[config.mk]
export PLATFORM = sky130hd
export DESIGN_NAME = dcache_port_arbiter
export DESIGN_NICKNAME = d
export VERILOG_FILES = /design/src/rtl/dcache_port_arbiter.sv
export SDC_FILE = /design/constraint.sdc
export NUM_CORES = 1
export LEC_CHECK = 0
export ABC_AREA = 0
export CAP_MARGIN = 20
export CELL_PAD_IN_SITES_DETAIL_PLACEMENT = 1
export CELL_PAD_IN_SITES_GLOBAL_PLACEMENT = 1
export CORE_ASPECT_RATIO = 0.6
export CORE_MARGIN = 2
export CORE_UTILIZATION = 25
export CTS_CLUSTER_SIZE = 25
export DETAILED_ROUTE_END_ITERATION = 10
export PLACE_DENSITY_LB_ADDON = 0.1
export SKIP_LAST_GASP = 1
export SLEW_MARGIN = 20
export SYNTH_ARGS = -nofsm -noshare
export SYNTH_HDL_FRONTEND = slang
export SYNTH_SLANG_ARGS = --single-unit
[constraint.sdc]
create_clock -name clk -period 4 [get_ports clk]
set_input_delay 0.8 -clock clk [delete_from_list [all_inputs] [get_ports clk]]
set_output_delay 0.8 -clock clk [all_outputs]
set_load 0.01 [all_outputs]
[src/rtl/dcache_port_arbiter.sv]
// Shares the single data-cache port between committed stores and loads.
// One access at a time; the port is held from grant until the cache responds.
module dcache_port_arbiter #(
  parameter int TAG_W      = 4,
  parameter int STARVE_MAX = 4
) (
  input  logic             clk,
  input  logic             rst,
  input  logic             flush,
  input  logic             st_req,
  input  logic [31:0]      st_addr,
  input  logic [31:0]      st_wdata,
  input  logic [3:0]       st_byte_en,
  output logic             st_resp,
  input  logic             ld_req,
  input  logic [31:0]      ld_addr,
  input  logic [TAG_W-1:0] ld_tag,
  output logic             ld_resp,
  output logic [31:0]      ld_rdata,
  output logic [TAG_W-1:0] ld_resp_tag,
  output logic             dc_read,
  output logic             dc_write,
  output logic [31:0]      dc_address,
  output logic [31:0]      dc_wdata,
  output logic [3:0]       dc_byte_enable,
  input  logic [31:0]      dc_rdata,
  input  logic             dc_resp
);

  localparam int CW = $clog2(STARVE_MAX + 1);
  localparam logic [CW-1:0] STARVE_LIM = CW'(STARVE_MAX);

  typedef enum logic [1:0] {IDLE, LOAD, STORE, DRAIN} state_e;

  state_e           state_q, state_d;
  logic [CW-1:0]    starve_q, starve_d;
  logic [31:0]      addr_q, addr_d;
  logic [31:0]      wdata_q, wdata_d;
  logic [3:0]       be_q, be_d;
  logic [TAG_W-1:0] tag_q, tag_d;

  logic st_grant, ld_grant;

  always_ff @(posedge clk or posedge rst) begin
    if (rst) begin
      state_q  <= IDLE;
      starve_q <= '0;
      addr_q   <= '0;
      wdata_q  <= '0;
      be_q     <= '0;
      tag_q    <= '0;
    end else begin
      state_q  <= state_d;
      starve_q <= starve_d;
      addr_q   <= addr_d;
      wdata_q  <= wdata_d;
      be_q     <= be_d;
      tag_q    <= tag_d;
    end
  end

  // A waiting load wins once stores have taken STARVE_MAX grants in a row.
  assign st_grant = (state_q == IDLE) && st_req && !(ld_req && (starve_q == STARVE_LIM));
  assign ld_grant = (state_q == IDLE) && !st_grant && ld_req && !flush;

  always_comb begin
    state_d        = state_q;
    starve_d       = starve_q;
    addr_d         = addr_q;
    wdata_d        = wdata_q;
    be_d           = be_q;
    tag_d          = tag_q;
    st_resp        = 1'b0;
    ld_resp        = 1'b0;
    ld_rdata       = '0;
    ld_resp_tag    = tag_q;
    dc_read        = 1'b0;
    dc_write       = 1'b0;
    dc_address     = '0;
    dc_wdata       = '0;
    dc_byte_enable = '0;

    unique case (state_q)
      IDLE: begin
        if (st_grant) begin
          state_d = STORE;
          addr_d  = st_addr;
          wdata_d = st_wdata;
          be_d    = st_byte_en;
          if (!ld_req)
            starve_d = '0;
          else if (starve_q != STARVE_LIM)
            starve_d = starve_q + CW'(1);
        end else if (ld_grant) begin
          state_d  = LOAD;
          addr_d   = ld_addr;
          wdata_d  = '0;
          be_d     = 4'hF;
          tag_d    = ld_tag;
          starve_d = '0;
        end else if (!ld_req) begin
          starve_d = '0;
        end
      end
      STORE: begin
        dc_write       = 1'b1;
        dc_address     = addr_q & ~32'h3;
        dc_wdata       = wdata_q;
        dc_byte_enable = be_q;
        st_resp        = dc_resp;
        if (dc_resp) state_d = IDLE;
      end
      LOAD: begin
        dc_read        = 1'b1;
        dc_address     = addr_q & ~32'h3;
        dc_byte_enable = 4'hF;
        ld_resp        = dc_resp && !flush;
        ld_rdata       = ld_resp ? dc_rdata : '0;
        if (dc_resp)    state_d = IDLE;
        else if (flush) state_d = DRAIN;
      end
      DRAIN: begin
        // Flushed load: keep the handshake alive but swallow the data.
        dc_read        = 1'b1;
        dc_address     = addr_q & ~32'h3;
        dc_byte_enable = 4'hF;
        if (dc_resp) state_d = IDLE;
      end
      default: state_d = IDLE;
    endcase
  end

endmodule
==> reports/metrics.yaml, run 1 <==
clock_tree:
  clock-root-buffer: "clkbuf_16"
  cts_tree: "done"
  ctsLongestPathBuffers: 2
  postCtsSetupBuffers: 0
  cts.repair.resized: 0
  numCtsBuffers: 9
  clock-sinks: 75
  cts-htree-levels: 3
  clk_pin_slew_ns: 0.06
  clock_latency_ns: 0.34
  hold_buffers: 0
floorplanning:
  coreArea_mm2: 0.0162
  die_x_um: 170
  io_pins: 250
  dieArea_mm2: 0.0176
  die_y_um: 103
  initial_utilization: 0.255
  rows: 36
grt:
  grt_pass1_vias: 4620
  grt_pass1_wl_um: 25200
  grt_max_degree: 73
  grt-ovfl-total: 0
  track_usage: 0.188
  antenna_found_initial: 0
yosys:
  syn_area_mm2: 0.00412
  synth_edf_count: 0
  yosysWarnings: 0
  syn_area_per_cell_um2: 9.06
  synth_ff_type: "dfrtp_1"
  synthArstFlopShare: 1.00
  ys_ff_latch: 75
  synth_area_leaders: "dfrtp_1 46%, and2_1 10%, nand3_1 8.0%, mux2i_1 7.3%, o21ai_0 6.1%"
  synth_seq_area_share: 0.455
  yosysTopAreaCell: "dfrtp_1"
  yosysTopAreaCellShare: 0.455
  syn_inst: 455
  synth_most_common_cell: "dfrtp_1"
  ys_types: 36
  synthTopCellsByCount: "75 x dfrtp_1, 67 x and2_1, 66 x nand3_1, 50 x o21ai_0, 42 x nand2_1"
timing:
  setup_viol: 0
  maxSlewHeadroom: 0.564
  finalMaxSlewViolations: 0
  worst_clock_skew_ns: 0.00926
  hold_viol: 0
  rsz0062_at_grt: "false"
  period_minus_slack_ns: 3.49
  tightest_slew_ns: 0.654
  post-route-period-util: 0.872
  fin_tns_setup_ns: 0
  max_freq_mhz: 287
cells_and_area:
  drive_above_1_share: 0.0614
  area_delta_synth_final_pct: 72.2
  n_antenna_cell: 0
  nNetsFinal: 824
detailed_routing:
  post-route-drc-count: 0
  vias_per_cell: 4.71
  avgRoutedWirePerCell_um: 18.3
  ant_nets: 0
  wl_um: 16300
  drtPass1Iterations: 4
  drtIter0Drc: 176
  vias: 4202
worst_setup_path:
  end_kind: "primary output"
  required_ns: 3.20
  cp-endpoint: "ld_rdata[23]"
  r2r_end: "ld_resp_tag[0]"
  crit_path_start_kind: "input port"
  path_max_fanout: 33
  rr_startpoint: "state_q[1]"
  r2r_slack_ns: 1.73
  critical_path_class: "input port to primary output"
  worst_ep_arrival_time_ns: 2.69
  reg2reg_depth: 3
  cp-startpoint: "flush"
worst_hold_path:
  holdCritPathClass: "register to register"
  worstHoldStart: "ld_resp_tag[3]"
  hold_path_depth: 1
pwr:
  p_leak_nw: 2.88
  powerDensity_mw_per_mm2: 609
  irDropWorstVdd_v: 0.000215
  total_power_mw: 4.33
flow_run:
  drv_cap: 0
placement:
  dp_hpwl_um: 11600
  place_congestion: 0.761
  portBuffers: 243
outcome:
  status: "finished, final reports clean"
[layer usage]
layer,GRT usage,vias to the layer above,part of all wire,wire length (um)
met5,0,-,0,0
met4,0.0434,0,0.0080,130
met3,0.0628,8,0.074,1200
li1,-,1976,-,-
met2,0.327,141,0.49,7960
met1,0.230,2077,0.43,7010
[sequential cells by signal, indices dropped and copies added, names as in the netlist]
signal and count:
be_q 4, ld_resp_tag 4, state_q 2, starve_q 3, addr_q 30, wdata_q 32
[layout by cell type, fill, tap and decap left out, types with 2 or more instances in the layout]
cell type / netlist / routed
buf_4: 4 / 10
dfrtp_1: 75 / 75
and2_1: 67 / 66
nand3_1: 66 / 66
clkbuf_8: 0 / 2
inv_1: 5 / 4
buf_12: 0 / 3
mux2i_1: 30 / 30
clkdlybuf4s50_1: 0 / 243
nor2b_1: 31 / 30
o21ai_1: 16 / 16
nand2_1: 42 / 42
nor4b_4: 1 / 2
mux2_2: 4 / 4
ha_1: 2 / 2
clkbuf_16: 0 / 9
o21ai_0: 50 / 50
bufinv_16: 0 / 3
nor2_1: 6 / 5
conb_1: 1 / 2
[through the flow]
step / cells / setup WS (ns) / hold WS, ns / area [um2] / utilization
after global placement: 877 / 0.535 / 0.492 / 6730 / 0.416
after detailed placement: 878 / 0.481 / 0.501 / 6750 / 0.418
after CTS: 893 / 0.470 / 0.517 / 7100 / 0.439
final: 893 / 0.512 / 0.513 / 7100 / 0.439
after global routing: 893 / 0.353 / 0.532 / 7100 / 0.439
after floorplan: 456 / 1.29 / 0.478 / 4130 / -
[cells by family (layout without fill, tap and decap cells)]
logic type | Yosys count | in the layout | share of synthesized area
mux | 34 | 34 | 0.0837
compound gates | 75 | 75 | 0.0995
other cells | 1 | 2 | 0.000909
flops | 75 | 75 | 0.455
simple gates | 220 | 220 | 0.295
buf+inv | 48 | 276 | 0.0595
fa+ha+maj | 2 | 2 | 0.00607
[worst min-delay path by stage]
stage                           to  slack (ns)
detailed placement  ld_resp_tag[3]        0.50
global placement       starve_q[0]        0.49
floorplan              starve_q[0]        0.48
global route        ld_resp_tag[0]        0.53
CTS                 ld_resp_tag[1]        0.52
finish              ld_resp_tag[3]        0.51
[cell type report]
class	count	area, um2
Clock buffer	11	253
Sequential cell	75	1880
Timing Repair Buffer	256	2570
Tap cell	209	262
Inverter	5	20.0
Fill cell	1796	9070
Clock inverter	4	97.6
Multi-Input combinational cell	333	2030
[where the power goes]
group | internal [mW] | switching [mW] | total, mW
clock network | 0.640 | 0.319 | 0.959
registers | 1.12 | 0.206 | 1.33
logic | 1.07 | 0.971 | 2.04
[worst max-delay path: stages]
cell,delay (ns)
clkdlybuf4s50_1,0.58
nor4b_4,0.30
buf_4,0.29
and2_1,0.17
clkdlybuf4s50_1,0.54
(Power assumes the default switching activity.)
==> run 2: changes to the inputs <==
clock period = 3.45 ns   (was 4 ns; I/O delays follow)
==> reports/metrics.yaml, run 2 (synthesis gave the netlist of run 1 again) <==
timing:
  rsz0062_at_grt: "false"
  finalMaxSlewViolations: 0
  maxSlewHeadroom: 0.434
  hold_viol: 0
  post-route-period-util: 0.921
  fin_tns_setup_ns: 0
  period_minus_slack_ns: 3.18
  worst_clock_skew_ns: 0.0120
  setup_viol: 0
  tightest_slew_ns: 0.850
  max_freq_mhz: 315
cells_and_area:
  regArea_mm2: 0.00188
  top_regs: "wdata_q x32, addr_q x30"
  nFillCells: 1825
  final_common_cell: "clkdlybuf4s50_1"
  mostFrequentLayoutCells: "243 x clkdlybuf4s50_1, 75 x dfrtp_1, 66 x nand3_1, 66 x and2_1, 50 x o21ai_0"
  multi_input_comb_area_mm2: 0.00203
  finalInstanceArea_mm2: 0.00701
  nNetsFinal: 822
  largest_register_ffs: 32
  drive_above_1_share: 0.0586
  area_delta_synth_final_pct: 69.9
  n_antenna_cell: 0
  finalNonFillerCells: 892
  regMostFlops: "wdata_q"
detailed_routing:
  post-route-drc-count: 0
  wl_um: 16100
  avgRoutedWirePerCell_um: 18.1
  ant_nets: 0
  drtIter0Drc: 196
  vias_per_cell: 4.70
  vias: 4195
  drtPass1Iterations: 4
grt:
  antenna_found_initial: 0
  grt-ovfl-total: 0
  grt_max_degree: 76
  track_usage: 0.182
  grt_pass1_vias: 4468
  grt_pass1_wl_um: 24600
pwr:
  powerDensity_mw_per_mm2: 686
  total_power_mw: 4.81
  irDropWorstVdd_v: 0.000219
  p_leak_nw: 2.85
worst_setup_path:
  required_ns: 2.76
  end_kind: "primary output"
  path_max_fanout: 33
  worst_ep_arrival_time_ns: 2.49
  crit_path_start_kind: "input port"
  critical_path_class: "input port to primary output"
floorplanning:
  initial_utilization: 0.255
  rows: 36
  die_x_um: 170
  io_pins: 250
  coreArea_mm2: 0.0162
  die_y_um: 103
  dieArea_mm2: 0.0176
placement:
  place_congestion: 0.757
  placed_area_mm2: 0.00671
  dp_hpwl_um: 11500
  place_inst: 876
  portBuffers: 243
clock_tree:
  clock_latency_ns: 0.34
  clock-sinks: 75
  ctsLongestPathBuffers: 2
  cts.repair.resized: 0
  clk_pin_slew_ns: 0.06
  cts_tree: "done"
  numCtsBuffers: 9
  postCtsSetupBuffers: 0
  cts-htree-levels: 3
  hold_buffers: 0
  clock-root-buffer: "clkbuf_16"
outcome:
  status: "finished, final reports clean"
worst_hold_path:
  holdCritPathClass: "register to register"
flow_run:
  drv_cap: 0
run 2: cell count changes in the layout (fill, tap and decap cells not counted), sizes merged:
cell      before  now
clkinvlp       1    0
buf           13   11
bufinv         3    1
clkbuf        11   10
clkinv         1    6
run 2: worst max-delay path, cell delays in order:
cell and delay (ns):
clkdlybuf4s50_1 0.54, nor4b_4 0.22, buf_4 0.29, and2_1 0.18
clkdlybuf4s50_1 0.56
run 2: worst paths after layout:
path                                start        endpoint  slack, ns  cells after the start
hold / removal             ld_resp_tag[3]  ld_resp_tag[3]       0.52                      1
hold reg to reg            ld_resp_tag[3]  ld_resp_tag[3]       0.52                      1
min in group asynchronous             rst       addr_q[4]       0.73                      3
setup reg to reg               state_q[1]     starve_q[1]       1.32                      4
setup / recovery                  dc_resp    ld_rdata[24]       0.27                      5
max in group asynchronous             rst      addr_q[22]       2.33                      3
run 2: routing by layer:
layer  routed length (um)  GRT usage
met3                 1160     0.0609
met5                    0          0
met1                 6890      0.218
met4                  107     0.0322
met2                 7980      0.329
run 2: per-stage QoR:
step | hold WS, ns | util | worst slack (ns)
after floorplan | 0.478 | - | 0.850
after global placement | 0.493 | 0.415 | 0.295
after detailed placement | 0.503 | 0.415 | 0.255
final | 0.516 | 0.433 | 0.274
after global routing | 0.542 | 0.433 | 0.0693
after CTS | 0.517 | 0.433 | 0.233
run 2: power breakdown:
part           internal, mW  switching (mW)  leakage [nW]
sequential             1.30           0.242         0.934
clock                 0.562           0.380         0.146
combinational          1.22            1.11          1.77
total                  3.08            1.73          2.85
run 2: cell type report:
class,instances,area share
clock inverter,6,0.00946
clock buffer,10,0.0327
multi-input combinational,333,0.289
sequential,75,0.268
timing repair buffer,254,0.361
tap,209,0.0373
inverter,5,0.00286
==> run 3: changes to the inputs <==
PLACE_DENSITY_LB_ADDON = 0.08   (was 0.1)
==> reports/metrics.yaml, run 3 (synthesis gave the netlist of run 1 again) <==
worst_setup_path:
  reg2reg_depth: 4
  required_ns: 2.76
  critical_path_class: "input port to primary output"
  end_kind: "primary output"
  crit_path_start_kind: "input port"
  path_max_fanout: 33
  r2r_end: "starve_q[1]"
  rr_startpoint: "state_q[1]"
  r2r_slack_ns: 1.26
  worst_ep_arrival_time_ns: 2.47
cells_and_area:
  final_common_cell: "clkdlybuf4s50_1"
  regArea_mm2: 0.00188
  largest_register_ffs: 32
  top_regs: "wdata_q x32, addr_q x30"
  regMostFlops: "wdata_q"
  nNetsFinal: 824
  multi_input_comb_area_mm2: 0.00203
  nFillCells: 1818
  area_delta_synth_final_pct: 70.8
  n_antenna_cell: 0
  mostFrequentLayoutCells: "243 x clkdlybuf4s50_1, 75 x dfrtp_1, 66 x nand3_1, 66 x and2_1, 50 x o21ai_0"
  drive_above_1_share: 0.0613
detailed_routing:
  vias_per_cell: 4.70
  wl_um: 15900
  post-route-drc-count: 0
  vias: 4202
  drtIter0Drc: 113
  drtPass1Iterations: 4
  ant_nets: 0
  avgRoutedWirePerCell_um: 17.8
clock_tree:
  cts.repair.resized: 0
  postCtsSetupBuffers: 0
  cts_tree: "done"
  clock-root-buffer: "clkbuf_16"
  clock_latency_ns: 0.33
  cts-htree-levels: 3
  clock-sinks: 75
  numCtsBuffers: 9
  clk_pin_slew_ns: 0.06
  ctsLongestPathBuffers: 2
  hold_buffers: 0
grt:
  grt_pass1_vias: 4590
  grt_pass1_wl_um: 24600
  track_usage: 0.182
  antenna_found_initial: 0
  grt_max_degree: 73
  grt-ovfl-total: 0
timing:
  rsz0062_at_grt: "false"
  hold_slack_ns: 0.510
  max_freq_mhz: 316
  setup_viol: 0
  period_minus_slack_ns: 3.16
  post-route-period-util: 0.917
  fin_tns_setup_ns: 0
  tightest_slew_ns: 0.856
  worst_clock_skew_ns: 0.00831
  hold_viol: 0
  finalMaxSlewViolations: 0
  maxSlewHeadroom: 0.429
placement:
  dp_hpwl_um: 11500
  portBuffers: 243
  place_congestion: 0.781
floorplanning:
  rows: 36
  io_pins: 250
  dieArea_mm2: 0.0176
  coreArea_mm2: 0.0162
  die_x_um: 170
  initial_utilization: 0.255
  die_y_um: 103
flow_run:
  drv_cap: 0
worst_hold_path:
  hold_end: "ld_resp_tag[2]"
  worstHoldStart: "ld_resp_tag[2]"
  hold_path_depth: 1
  holdCritPathClass: "register to register"
pwr:
  p_leak_nw: 2.86
  powerDensity_mw_per_mm2: 688
  irDropWorstVdd_v: 0.000294
outcome:
  status: "finished, final reports clean"
[run 3: changes by cell type in the layout (fill, tap and decap cells not counted)]
cell	before	now
clkinv_4	3	0
clkinv_2	3	1
clkbuf_8	0	3
clkinvlp_4	0	2
buf_4	10	12
[run 3: per-stage QoR]
step	setup slack (ns)	utilization	cells	power (mW)	area, um2
after global placement	0.308	0.416	878	3.85	6730
after global routing	0.107	0.435	894	5.24	7040
final	0.286	0.435	894	4.85	7040
after detailed placement	0.268	0.416	878	3.92	6730
after CTS	0.255	0.435	894	4.95	7040
after floorplan	0.850	-	456	2.70	4130
[run 3: layout make-up]
type	count	share of cell area
repair buffers	256	0.361
multi-input cells	333	0.288
flip-flops and latches	75	0.267
clock buffers	13	0.0384
well taps	209	0.0371
clock inverters	3	0.00640
inverters	5	0.00284
[run 3: critical path, cell delays in order]
cell and delay [ns]:
clkdlybuf4s50_1 0.54, nor4b_4 0.23, buf_4 0.29, and2_1 0.17, clkdlybuf4s50_1 0.54
[run 3: metal layers]
layer	part of all wire	vias to the layer above	global-route usage	wire length [um]
li1	-	1973	-	-
met1	0.43	2074	0.221	6840
met2	0.49	145	0.322	7780
met3	0.075	10	0.0586	1200
met4	0.0067	0	0.0355	106
met5	0	-	0	0
[run 3: worst max path at each step]
stage | start | end | slack (ns) | cells after the start
2_1_floorplan | rst | addr_q[10] | 0.85 | 1
3_3_place_gp | dc_resp | ld_rdata[19] | 0.31 | 5
3_5_place_dp | dc_resp | ld_rdata[6] | 0.27 | 5
4_1_cts | state_q[0] | ld_rdata[12] | 0.26 | 5
5_1_grt | state_q[0] | ld_rdata[12] | 0.11 | 5
6_report | dc_resp | ld_rdata[6] | 0.29 | 5
[run 3: power by group]
group	switching [mW]	internal, mW	leakage (nW)
clock	0.364	0.620	0.148
combinational	1.11	1.22	1.77
sequential	0.236	1.30	0.934
total	1.71	3.14	2.86
